## config.mk

```make
export PLATFORM = sky130hd
export DESIGN_NAME = control_unit
export DESIGN_NICKNAME = d
export VERILOG_FILES = /design/src/rtl/cu_pkg.sv /design/src/rtl/cu_step_decode.sv /design/src/rtl/control_unit.sv
export SDC_FILE = /design/constraint.sdc
export NUM_CORES = 1
export LEC_CHECK = 0
export CAP_MARGIN = 15
export CORE_MARGIN = 5
export CORE_UTILIZATION = 38
export CTS_BUF_LIST = sky130_fd_sc_hd__clkbuf_8
export CTS_CLUSTER_SIZE = 28
export DETAILED_ROUTE_END_ITERATION = 12
export GPL_TIMING_DRIVEN = 0
export HOLD_SLACK_MARGIN = 0.05
export PLACE_DENSITY = 0.83
export REMOVE_ABC_BUFFERS = 1
export SLEW_MARGIN = 20
export SYNTH_ARGS = -nofsm -noshare
export SYNTH_HDL_FRONTEND = slang
export SYNTH_SLANG_ARGS = --single-unit
```

## constraint.sdc

```tcl
create_clock -name clock -period 3.2 [get_ports clock]
set_input_delay 0.64 -clock clock [delete_from_list [all_inputs] [get_ports clock]]
set_output_delay 0.64 -clock clock [all_outputs]
set_load 0.005 [all_outputs]
```

## src/rtl/cu_pkg.sv

```systemverilog
// Shared definitions for the control unit: opcodes, ALU operation codes,
// FSM state encoding, opcode classes and small decode helpers.
package cu_pkg;

  typedef enum logic [3:0] {
    ST_RESET, ST_T0, ST_T1, ST_T2, ST_T3, ST_T4, ST_T5, ST_T6, ST_T7, ST_HALT
  } cu_state_e;

  typedef enum logic [3:0] {
    CLS_ALU_R, CLS_ALU_I, CLS_LDI, CLS_LD, CLS_ST, CLS_MULDIV, CLS_NEGNOT, CLS_BR,
    CLS_JR, CLS_IN, CLS_OUT, CLS_MFHI, CLS_MFLO, CLS_NOP, CLS_HALT, CLS_ILL
  } cu_class_e;

  localparam logic [4:0] OP_LD   = 5'd0,  OP_LDI  = 5'd1,  OP_ST   = 5'd2;
  localparam logic [4:0] OP_ADD  = 5'd3,  OP_SUB  = 5'd4,  OP_AND  = 5'd5,  OP_OR   = 5'd6;
  localparam logic [4:0] OP_ROR  = 5'd7,  OP_ROL  = 5'd8,  OP_SHR  = 5'd9,  OP_SHRA = 5'd10;
  localparam logic [4:0] OP_SHL  = 5'd11, OP_ADDI = 5'd12, OP_ANDI = 5'd13, OP_ORI  = 5'd14;
  localparam logic [4:0] OP_MUL  = 5'd15, OP_DIV  = 5'd16, OP_NEG  = 5'd17, OP_NOT  = 5'd18;
  localparam logic [4:0] OP_BR   = 5'd19, OP_JR   = 5'd20, OP_IN   = 5'd22, OP_OUT  = 5'd23;
  localparam logic [4:0] OP_MFHI = 5'd24, OP_MFLO = 5'd25, OP_NOP  = 5'd26, OP_HALT = 5'd27;

  // ADD is zero so an idle/reset control word is all zeros.
  localparam logic [4:0] ALU_ADD = 5'd0,  ALU_SUB = 5'd1,  ALU_AND  = 5'd2,  ALU_OR  = 5'd3;
  localparam logic [4:0] ALU_ROR = 5'd4,  ALU_ROL = 5'd5,  ALU_SHR  = 5'd6,  ALU_SHRA = 5'd7;
  localparam logic [4:0] ALU_SHL = 5'd8,  ALU_MUL = 5'd9,  ALU_DIV  = 5'd10, ALU_NEG = 5'd11;
  localparam logic [4:0] ALU_NOT = 5'd12;

  typedef struct packed {
    logic pc_out, pc_in, inc_pc, mar_in, mdr_in, mdr_out, read, write, ir_in;
    logic y_in, z_in, zlow_out, zhigh_out, gra, grb, grc, r_in, r_out, ba_out, c_out;
    logic con_in, hi_in, lo_in, hi_out, lo_out, out_port_in, in_port_out;
  } cu_strobes_t;

  function automatic logic [4:0] alu_op(input logic [4:0] opcode);
    case (opcode)
      OP_SUB:          return ALU_SUB;
      OP_AND, OP_ANDI: return ALU_AND;
      OP_OR, OP_ORI:   return ALU_OR;
      OP_ROR:          return ALU_ROR;
      OP_ROL:          return ALU_ROL;
      OP_SHR:          return ALU_SHR;
      OP_SHRA:         return ALU_SHRA;
      OP_SHL:          return ALU_SHL;
      OP_MUL:          return ALU_MUL;
      OP_DIV:          return ALU_DIV;
      OP_NEG:          return ALU_NEG;
      OP_NOT:          return ALU_NOT;
      default:         return ALU_ADD;
    endcase
  endfunction

  function automatic cu_class_e op_class(input logic [4:0] opcode);
    if (opcode >= OP_ADD && opcode <= OP_SHL) return CLS_ALU_R;
    if (opcode >= OP_ADDI && opcode <= OP_ORI) return CLS_ALU_I;
    case (opcode)
      OP_LD:           return CLS_LD;
      OP_LDI:          return CLS_LDI;
      OP_ST:           return CLS_ST;
      OP_MUL, OP_DIV:  return CLS_MULDIV;
      OP_NEG, OP_NOT:  return CLS_NEGNOT;
      OP_BR:           return CLS_BR;
      OP_JR:           return CLS_JR;
      OP_IN:           return CLS_IN;
      OP_OUT:          return CLS_OUT;
      OP_MFHI:         return CLS_MFHI;
      OP_MFLO:         return CLS_MFLO;
      OP_NOP:          return CLS_NOP;
      OP_HALT:         return CLS_HALT;
      default:         return CLS_ILL;
    endcase
  endfunction

  // Final execute step of each class; the FSM returns to T0 after it.
  function automatic cu_state_e last_step(input cu_class_e cls);
    case (cls)
      CLS_ALU_R, CLS_ALU_I, CLS_LDI: return ST_T5;
      CLS_LD, CLS_ST:                return ST_T7;
      CLS_MULDIV, CLS_BR:            return ST_T6;
      CLS_NEGNOT:                    return ST_T4;
      default:                       return ST_T3;
    endcase
  endfunction

endpackage

```

## src/rtl/cu_step_decode.sv

```systemverilog
// Combinational decode of FSM state and opcode into the control strobes and
// the ALU operation code. Only fetch/execute steps drive anything.
import cu_pkg::*;

module cu_step_decode (
  input  cu_state_e   state,
  input  logic [4:0]  opcode,
  input  logic        con_ff,
  output cu_strobes_t strb,
  output logic [4:0]  alu_ctrl
);

  cu_class_e cls;
  assign cls = op_class(opcode);

  // Strobe pattern per step: common fetch, then the class-specific sequence.
  always_comb begin
    strb     = '0;
    alu_ctrl = ALU_ADD;
    case (state)
      ST_T0: begin strb.pc_out = 1'b1; strb.mar_in = 1'b1; strb.inc_pc = 1'b1; end
      ST_T1: begin strb.read = 1'b1; strb.mdr_in = 1'b1; end
      ST_T2: begin strb.mdr_out = 1'b1; strb.ir_in = 1'b1; end
      default: ;
    endcase
    case (cls)
      CLS_ALU_R, CLS_ALU_I: begin
        case (state)
          ST_T3: begin strb.grb = 1'b1; strb.r_out = 1'b1; strb.y_in = 1'b1; end
          ST_T4: begin
            strb.z_in = 1'b1;
            alu_ctrl  = alu_op(opcode);
            if (cls == CLS_ALU_R) begin strb.grc = 1'b1; strb.r_out = 1'b1; end
            else strb.c_out = 1'b1;
          end
          ST_T5: begin strb.zlow_out = 1'b1; strb.gra = 1'b1; strb.r_in = 1'b1; end
          default: ;
        endcase
      end
      CLS_LDI, CLS_LD, CLS_ST: begin
        case (state)
          ST_T3: begin strb.grb = 1'b1; strb.ba_out = 1'b1; strb.y_in = 1'b1; end
          ST_T4: begin strb.c_out = 1'b1; strb.z_in = 1'b1; end
          ST_T5: begin
            strb.zlow_out = 1'b1;
            if (cls == CLS_LDI) begin strb.gra = 1'b1; strb.r_in = 1'b1; end
            else strb.mar_in = 1'b1;
          end
          ST_T6: begin
            strb.mdr_in = 1'b1;
            if (cls == CLS_LD) strb.read = 1'b1;
            if (cls == CLS_ST) begin strb.gra = 1'b1; strb.r_out = 1'b1; end
          end
          ST_T7: begin
            if (cls == CLS_LD) begin strb.mdr_out = 1'b1; strb.gra = 1'b1; strb.r_in = 1'b1; end
            if (cls == CLS_ST) strb.write = 1'b1;
          end
          default: ;
        endcase
      end
      CLS_MULDIV: begin
        case (state)
          ST_T3: begin strb.gra = 1'b1; strb.r_out = 1'b1; strb.y_in = 1'b1; end
          ST_T4: begin strb.grb = 1'b1; strb.r_out = 1'b1; strb.z_in = 1'b1; alu_ctrl = alu_op(opcode); end
          ST_T5: begin strb.zlow_out = 1'b1; strb.lo_in = 1'b1; end
          ST_T6: begin strb.zhigh_out = 1'b1; strb.hi_in = 1'b1; end
          default: ;
        endcase
      end
      CLS_NEGNOT: begin
        case (state)
          ST_T3: begin strb.grb = 1'b1; strb.r_out = 1'b1; strb.z_in = 1'b1; alu_ctrl = alu_op(opcode); end
          ST_T4: begin strb.zlow_out = 1'b1; strb.gra = 1'b1; strb.r_in = 1'b1; end
          default: ;
        endcase
      end
      CLS_BR: begin
        case (state)
          ST_T3: begin strb.gra = 1'b1; strb.r_out = 1'b1; strb.con_in = 1'b1; end
          ST_T4: begin strb.pc_out = 1'b1; strb.y_in = 1'b1; end
          ST_T5: begin strb.c_out = 1'b1; strb.z_in = 1'b1; end
          ST_T6: begin strb.zlow_out = 1'b1; strb.pc_in = con_ff; end
          default: ;
        endcase
      end
      CLS_JR:   if (state == ST_T3) begin strb.gra = 1'b1; strb.r_out = 1'b1; strb.pc_in = 1'b1; end
      CLS_IN:   if (state == ST_T3) begin strb.in_port_out = 1'b1; strb.gra = 1'b1; strb.r_in = 1'b1; end
      CLS_OUT:  if (state == ST_T3) begin strb.gra = 1'b1; strb.r_out = 1'b1; strb.out_port_in = 1'b1; end
      CLS_MFHI: if (state == ST_T3) begin strb.hi_out = 1'b1; strb.gra = 1'b1; strb.r_in = 1'b1; end
      CLS_MFLO: if (state == ST_T3) begin strb.lo_out = 1'b1; strb.gra = 1'b1; strb.r_in = 1'b1; end
      default: ;
    endcase
  end

endmodule

```

## src/rtl/control_unit.sv

```systemverilog
// Multi-cycle CPU control unit: Moore FSM sequencing fetch (T0-T2) and the
// per-opcode execute steps. Build option CU_ILLEGAL_TRAP_EN: when defined,
// an illegal opcode sets the sticky illegal flag and halts; otherwise it
// behaves as nop.
//
// state | meaning
// RESET | held in / just out of clear, no strobes
// T0-T2 | instruction fetch
// T3-T7 | execute steps of the current opcode class
// HALT  | stopped until clear, no strobes
import cu_pkg::*;

module control_unit (
  input  logic        clock,
  input  logic        clear,
  input  logic [31:0] ir,
  input  logic        con_ff,
  output logic        PCout, PCin, incPC,
  output logic        MARin, MDRin, MDRout, Read, Write,
  output logic        IRin, Yin, Zin, Zlowout, Zhighout,
  output logic        Gra, Grb, Grc, Rin, Rout, BAout, Cout,
  output logic        ConIn, HIin, LOin, HIout, LOout, OutPortIn, InPortOut,
  output logic [4:0]  aluControl,
  output logic        run,
  output logic [3:0]  step,
  output logic        illegal
);

`ifdef CU_ILLEGAL_TRAP_EN
  localparam logic TRAP_EN = 1'b1;
`else
  localparam logic TRAP_EN = 1'b0;
`endif

  cu_state_e   state_q, state_d;
  logic        illegal_q, illegal_d;
  cu_class_e   cls;
  cu_strobes_t strb;
  logic        unused_ir_bits;

  assign cls            = op_class(ir[31:27]);
  assign unused_ir_bits = ^ir[26:0];

  // Next state: fetch steps advance, T2 dispatches on the opcode class,
  // execute steps advance until the class's final step.
  always_comb begin
    state_d   = state_q;
    illegal_d = illegal_q;
    case (state_q)
      ST_RESET: state_d = ST_T0;
      ST_T0:    state_d = ST_T1;
      ST_T1:    state_d = ST_T2;
      ST_T2: begin
        case (cls)
          CLS_NOP:  state_d = ST_T0;
          CLS_HALT: state_d = ST_HALT;
          CLS_ILL: begin
            state_d   = TRAP_EN ? ST_HALT : ST_T0;
            illegal_d = illegal_q | TRAP_EN;
          end
          default:  state_d = ST_T3;
        endcase
      end
      ST_HALT:  state_d = ST_HALT;
      default: begin
        if (state_q == last_step(cls) || state_q == ST_T7) state_d = ST_T0;
        else state_d = cu_state_e'(state_q + 4'd1);
      end
    endcase
  end

  // State and sticky illegal flag; clear forces RESET at once.
  always_ff @(posedge clock or negedge clear) begin
    if (!clear) begin
      state_q   <= ST_RESET;
      illegal_q <= 1'b0;
    end else begin
      state_q   <= state_d;
      illegal_q <= illegal_d;
    end
  end

  cu_step_decode u_decode (
    .state    (state_q),
    .opcode   (ir[31:27]),
    .con_ff   (con_ff),
    .strb     (strb),
    .alu_ctrl (aluControl)
  );

  // Debug step number and run indication from the registered state.
  always_comb begin
    run = (state_q != ST_RESET) && (state_q != ST_HALT);
    case (state_q)
      ST_RESET: step = 4'd0;
      ST_HALT:  step = 4'hF;
      default:  step = 4'(state_q) - 4'd1;
    endcase
  end

  assign illegal   = illegal_q;
  assign PCout     = strb.pc_out;
  assign PCin      = strb.pc_in;
  assign incPC     = strb.inc_pc;
  assign MARin     = strb.mar_in;
  assign MDRin     = strb.mdr_in;
  assign MDRout    = strb.mdr_out;
  assign Read      = strb.read;
  assign Write     = strb.write;
  assign IRin      = strb.ir_in;
  assign Yin       = strb.y_in;
  assign Zin       = strb.z_in;
  assign Zlowout   = strb.zlow_out;
  assign Zhighout  = strb.zhigh_out;
  assign Gra       = strb.gra;
  assign Grb       = strb.grb;
  assign Grc       = strb.grc;
  assign Rin       = strb.r_in;
  assign Rout      = strb.r_out;
  assign BAout     = strb.ba_out;
  assign Cout      = strb.c_out;
  assign ConIn     = strb.con_in;
  assign HIin      = strb.hi_in;
  assign LOin      = strb.lo_in;
  assign HIout     = strb.hi_out;
  assign LOout     = strb.lo_out;
  assign OutPortIn = strb.out_port_in;
  assign InPortOut = strb.in_port_out;

endmodule

```

==> impl_metrics.csv <==
group,metric,value,unit
detailed_routing,routed-via-count,2354,
power,peakVddDrop,0.0002691,V
clocking,clk_root_buffer_cell,"sky130_fd_sc_hd__clkbuf_8",
critical_path,worstSetupPathType,"primary input to output port",
critical_path,crit_path_start_kind,"primary input",
finish,design.final.nets,345,
finish,stdcell_count,348,
detailed_routing,remaining_drc_errors,0,
power,power.internal,0.6191,mW
clocking,cts_made_buffers,3,
finish,largest_register_ffs,4,
synthesis,yosys.area.top_type,"sky130_fd_sc_hd__nor2_1",
synthesis,synthesis.instances,233,
synthesis,synth_cell_type_count,56,
critical_path,end_kind,"output port",
die,start_util,0.3955,
critical_path,setup.reg_to_reg.worst_slack,1050,ps
sta,count_of_endpoints_failing_setup_in_the_final_report,15,
global_route,grt_pass1_vias,2021,
sta,skew,2.423,ps
sta,fin_ws,-190.8,ps
finish,syn2layout_area_growth,74.61,%
synthesis,ys_seq_elements,4,
synthesis,synth_top_flop_cell,"sky130_fd_sc_hd__dfrtp_1",
job,drv.max_cap_violation_count,0,
sta,timing.fmax,294.9,MHz
global_route,antenna_found_initial,0,
detailed_routing,wirelength,7341,µm
finish,fin_area,0.002547,mm²
global_route,grt_first_pass_wirelength,10420,µm
global_route,grt_start_max_net_pins,24,
placement,numPlacedInstances,304,
synthesis,synth_commonest_cells,"sky130_fd_sc_hd__nor2_1 (28), sky130_fd_sc_hd__nand2_1 (25), sky130_fd_sc_hd__a21oi_1 (18)",
critical_path,reg2reg_from,"state_q[3]$_DFF_PN0_",
synthesis,syn_area,0.001459,mm²
power,power.sequential.fraction,0.130,
run_status,violated_checks,"setup timing",
finish,largest-register,"state_q",
finish,drive_above_1_share,0.4133,
power,p_sw_frac,0.5177,
power,p_total,1.284,mW
die,die_w,71.96,µm
critical_path,critPathMaxFanout,8,
detailed_routing,vias_per_cell,6.764,
placement,io_buffer_count,43,
synthesis,synth.yosys.seq_area_share,0.06861,
detailed_routing,wl_per_cell,21.09,µm
die,rows,22,
detailed_routing,firstDrtPassIters,7,
synthesis,synth.top_cell.area_share,0.07204,
critical_path,slowest_stage_cell_on_the_critical_path,"sky130_fd_sc_hd__or3b_1",
clocking,clk_pin_slew,30,ps
clocking,clock_sink_count,4,
placement,place_hpwl,3480,µm
synthesis,synth-async-reset-ratio,1.000,
power,clkPwrFrac,0.082,
sta,hold_viol_final,0,
power,switching_power,0.6645,mW
synthesis,ys_top_cells_by_area,"sky130_fd_sc_hd__nor2_1 (7.2%), sky130_fd_sc_hd__dfrtp_1 (6.9%), sky130_fd_sc_hd__ha_1 (6.9%)",
synthesis,synth_edf_count,0,
sta,final_cycle_share,1.060,
synthesis,average_size_of_a_mapped_cell,6.261,µm²
die,coreArea,0.003689,mm²
sta,report.final.slew_viol_count,0,
finish,insertedDiodeCount,0,
worst_hold_path,hold_crit_path_type,"primary input to asynchronous set/reset pin",
finish,biggestRegsByFlops,"state_q x4",
synthesis,yosysWarnings,0,
detailed_routing,antenna_nets_post_route,0,
sta,relSlewSlack,0.6492,
critical_path,cp-startpoint,"ir[27]",
finish,final.fill_count,257,
die,io_pins,73,
power,comb_power_share,0.788,
sta,grt_setup_unrepaired,"yes",
clocking,cts.path.max_buffers,2,
die,dieHeight,71.96,µm
power,total_leakage_power,1.092,nW
synthesis,leading_cell_type_by_number_of_instances_after_synthesis,"sky130_fd_sc_hd__nor2_1",
clocking,clock_latency,210,ps
critical_path,timing.critical_path.required,2560,ps
clocking,cts_htree_levels,1,
sta,finalCriticalPeriod,3391,ps
detailed_routing,first_iter_violations,652,
sta,whs,619.8,ps
critical_path,biggest_cell_delay_along_the_critical_path,380,ps
clocking,cts_tree,"built",
power,power.density_cell_area,503.9,mW/mm²
placement,placed_area,0.001854,mm²
critical_path,path_cells,"buf_12 > inv_6 > ha_4 > or3b_1 > a21oi_2 > or3_4 > buf_6 > nand3_4 > a21oi_2 > a41o_1 > buf_4 > and3_1 > clkbuf_2",
sta,timing_worst_slew_pin_value,526.2,ps
global_route,grt-ovfl-total,0,
global_route,track_usage,0.2481,
run_status,run_status,"complete, but fails checks",
critical_path,data_arrival_at_the_endpoint_of_the_critical_path,2750,ps
placement,routabilityCongestion,0.9904,
critical_path,critPathBufInv,5,
critical_path,critical-path-top-cell-by-count,"sky130_fd_sc_hd__a21oi_2",
die,die_area,0.005178,mm²
critical_path,critical-path-top-delay-family,"simple AND/OR/NAND/NOR gates",
## worst reg2reg max path: stages, from the launching register on
cell and delay, ps:
sky130_fd_sc_hd__dfrtp_1 660, sky130_fd_sc_hd__inv_1 230, sky130_fd_sc_hd__or4_1 550, sky130_fd_sc_hd__a22oi_2 200
sky130_fd_sc_hd__o22ai_2 160, sky130_fd_sc_hd__a22o_1 230
## routing by layer
| metal | wire (µm) | track usage |
|---|---|---|
| met5 | 0 | 0 |
| met4 | 418 | 0.1023 |
| met3 | 1023 | 0.04432 |
| met2 | 3269 | 0.4051 |
| met1 | 2628 | 0.3211 |
## timing repair
item,CTS,global route
setup buffers,28,13
hold buffers,0,0
endpoints found under the setup margin,33,28
pin swaps,16,12
cloned,0,0
gates resized for setup,135,68
## power by group through the flow
| stage | Combinational (mW) | Clock (mW) | Sequential [mW] |
|---|---|---|---|
| global placement | 0.801 | 0 | 0.152 |
| detailed placement | 0.813 | 0 | 0.155 |
| global route | 1.07 | 0.111 | 0.172 |
| finish | 1.01 | 0.105 | 0.167 |
| floorplan | 0.487 | 0 | 0.130 |
| CTS | 0.884 | 0.104 | 0.156 |
## cells in the final DEF (no fill, tap or decap), types with 7 or more instances in the layout
cell	netlist	final
sky130_fd_sc_hd__o22ai_1	9	8
sky130_fd_sc_hd__nand3_1	11	9
sky130_fd_sc_hd__clkbuf_2	0	10
sky130_fd_sc_hd__a21oi_1	18	10
sky130_fd_sc_hd__clkdlybuf4s50_1	0	12
sky130_fd_sc_hd__nand2_1	25	23
sky130_fd_sc_hd__buf_4	4	33
sky130_fd_sc_hd__nor2_1	28	23
sky130_fd_sc_hd__buf_6	1	11
sky130_fd_sc_hd__buf_2	2	7
sky130_fd_sc_hd__o21ai_0	15	10
## final cells by class
| cell class | instances | area (µm²) | share of cell area |
|---|---|---|---|
| well taps | 48 | 60.06 | 0.02358 |
| repair buffers | 84 | 720.7 | 0.2829 |
| flip-flops and latches | 4 | 102.6 | 0.04027 |
| inverters | 7 | 38.79 | 0.01523 |
| multi-input cells | 202 | 1584 | 0.6218 |
| clock buffers | 3 | 41.29 | 0.01621 |
## cells by family (layout without fill, tap and decap cells)
family | Yosys count | in the layout | synth area share
compound gates | 71 | 71 | 0.3199
simple gates | 116 | 116 | 0.4185
mux | 3 | 3 | 0.02058
buf+inv | 28 | 94 | 0.08920
flops | 4 | 4 | 0.06861
other cells | 1 | 2 | 0.002570
fa+ha+maj | 8 | 8 | 0.06861
xor+xnor | 2 | 2 | 0.01201
## metrics by stage
stage	setup slack, ps	util	TNS (ps)
global route	-225.4	0.6906	-2171
finish	-190.8	0.6906	-1368
CTS	-125.1	0.6387	-358.8
floorplan	-171.6	-	-612.7
global placement	-1799	0.5014	-43130
detailed placement	-1762	0.5027	-41770
## final timing paths
check,cells past startpoint,to
max,13,aluControl[1]
min,1,state_q[1]$_DFF_PN0_
max in group asynchronous,1,state_q[0]$_DFF_PN0_
max reg2reg,5,state_q[2]$_DFF_PN0_
min in group clock,3,state_q[0]$_DFF_PN0_
min reg2reg,3,state_q[0]$_DFF_PN0_
No activity file was read; power rests on OpenSTA's default activity.
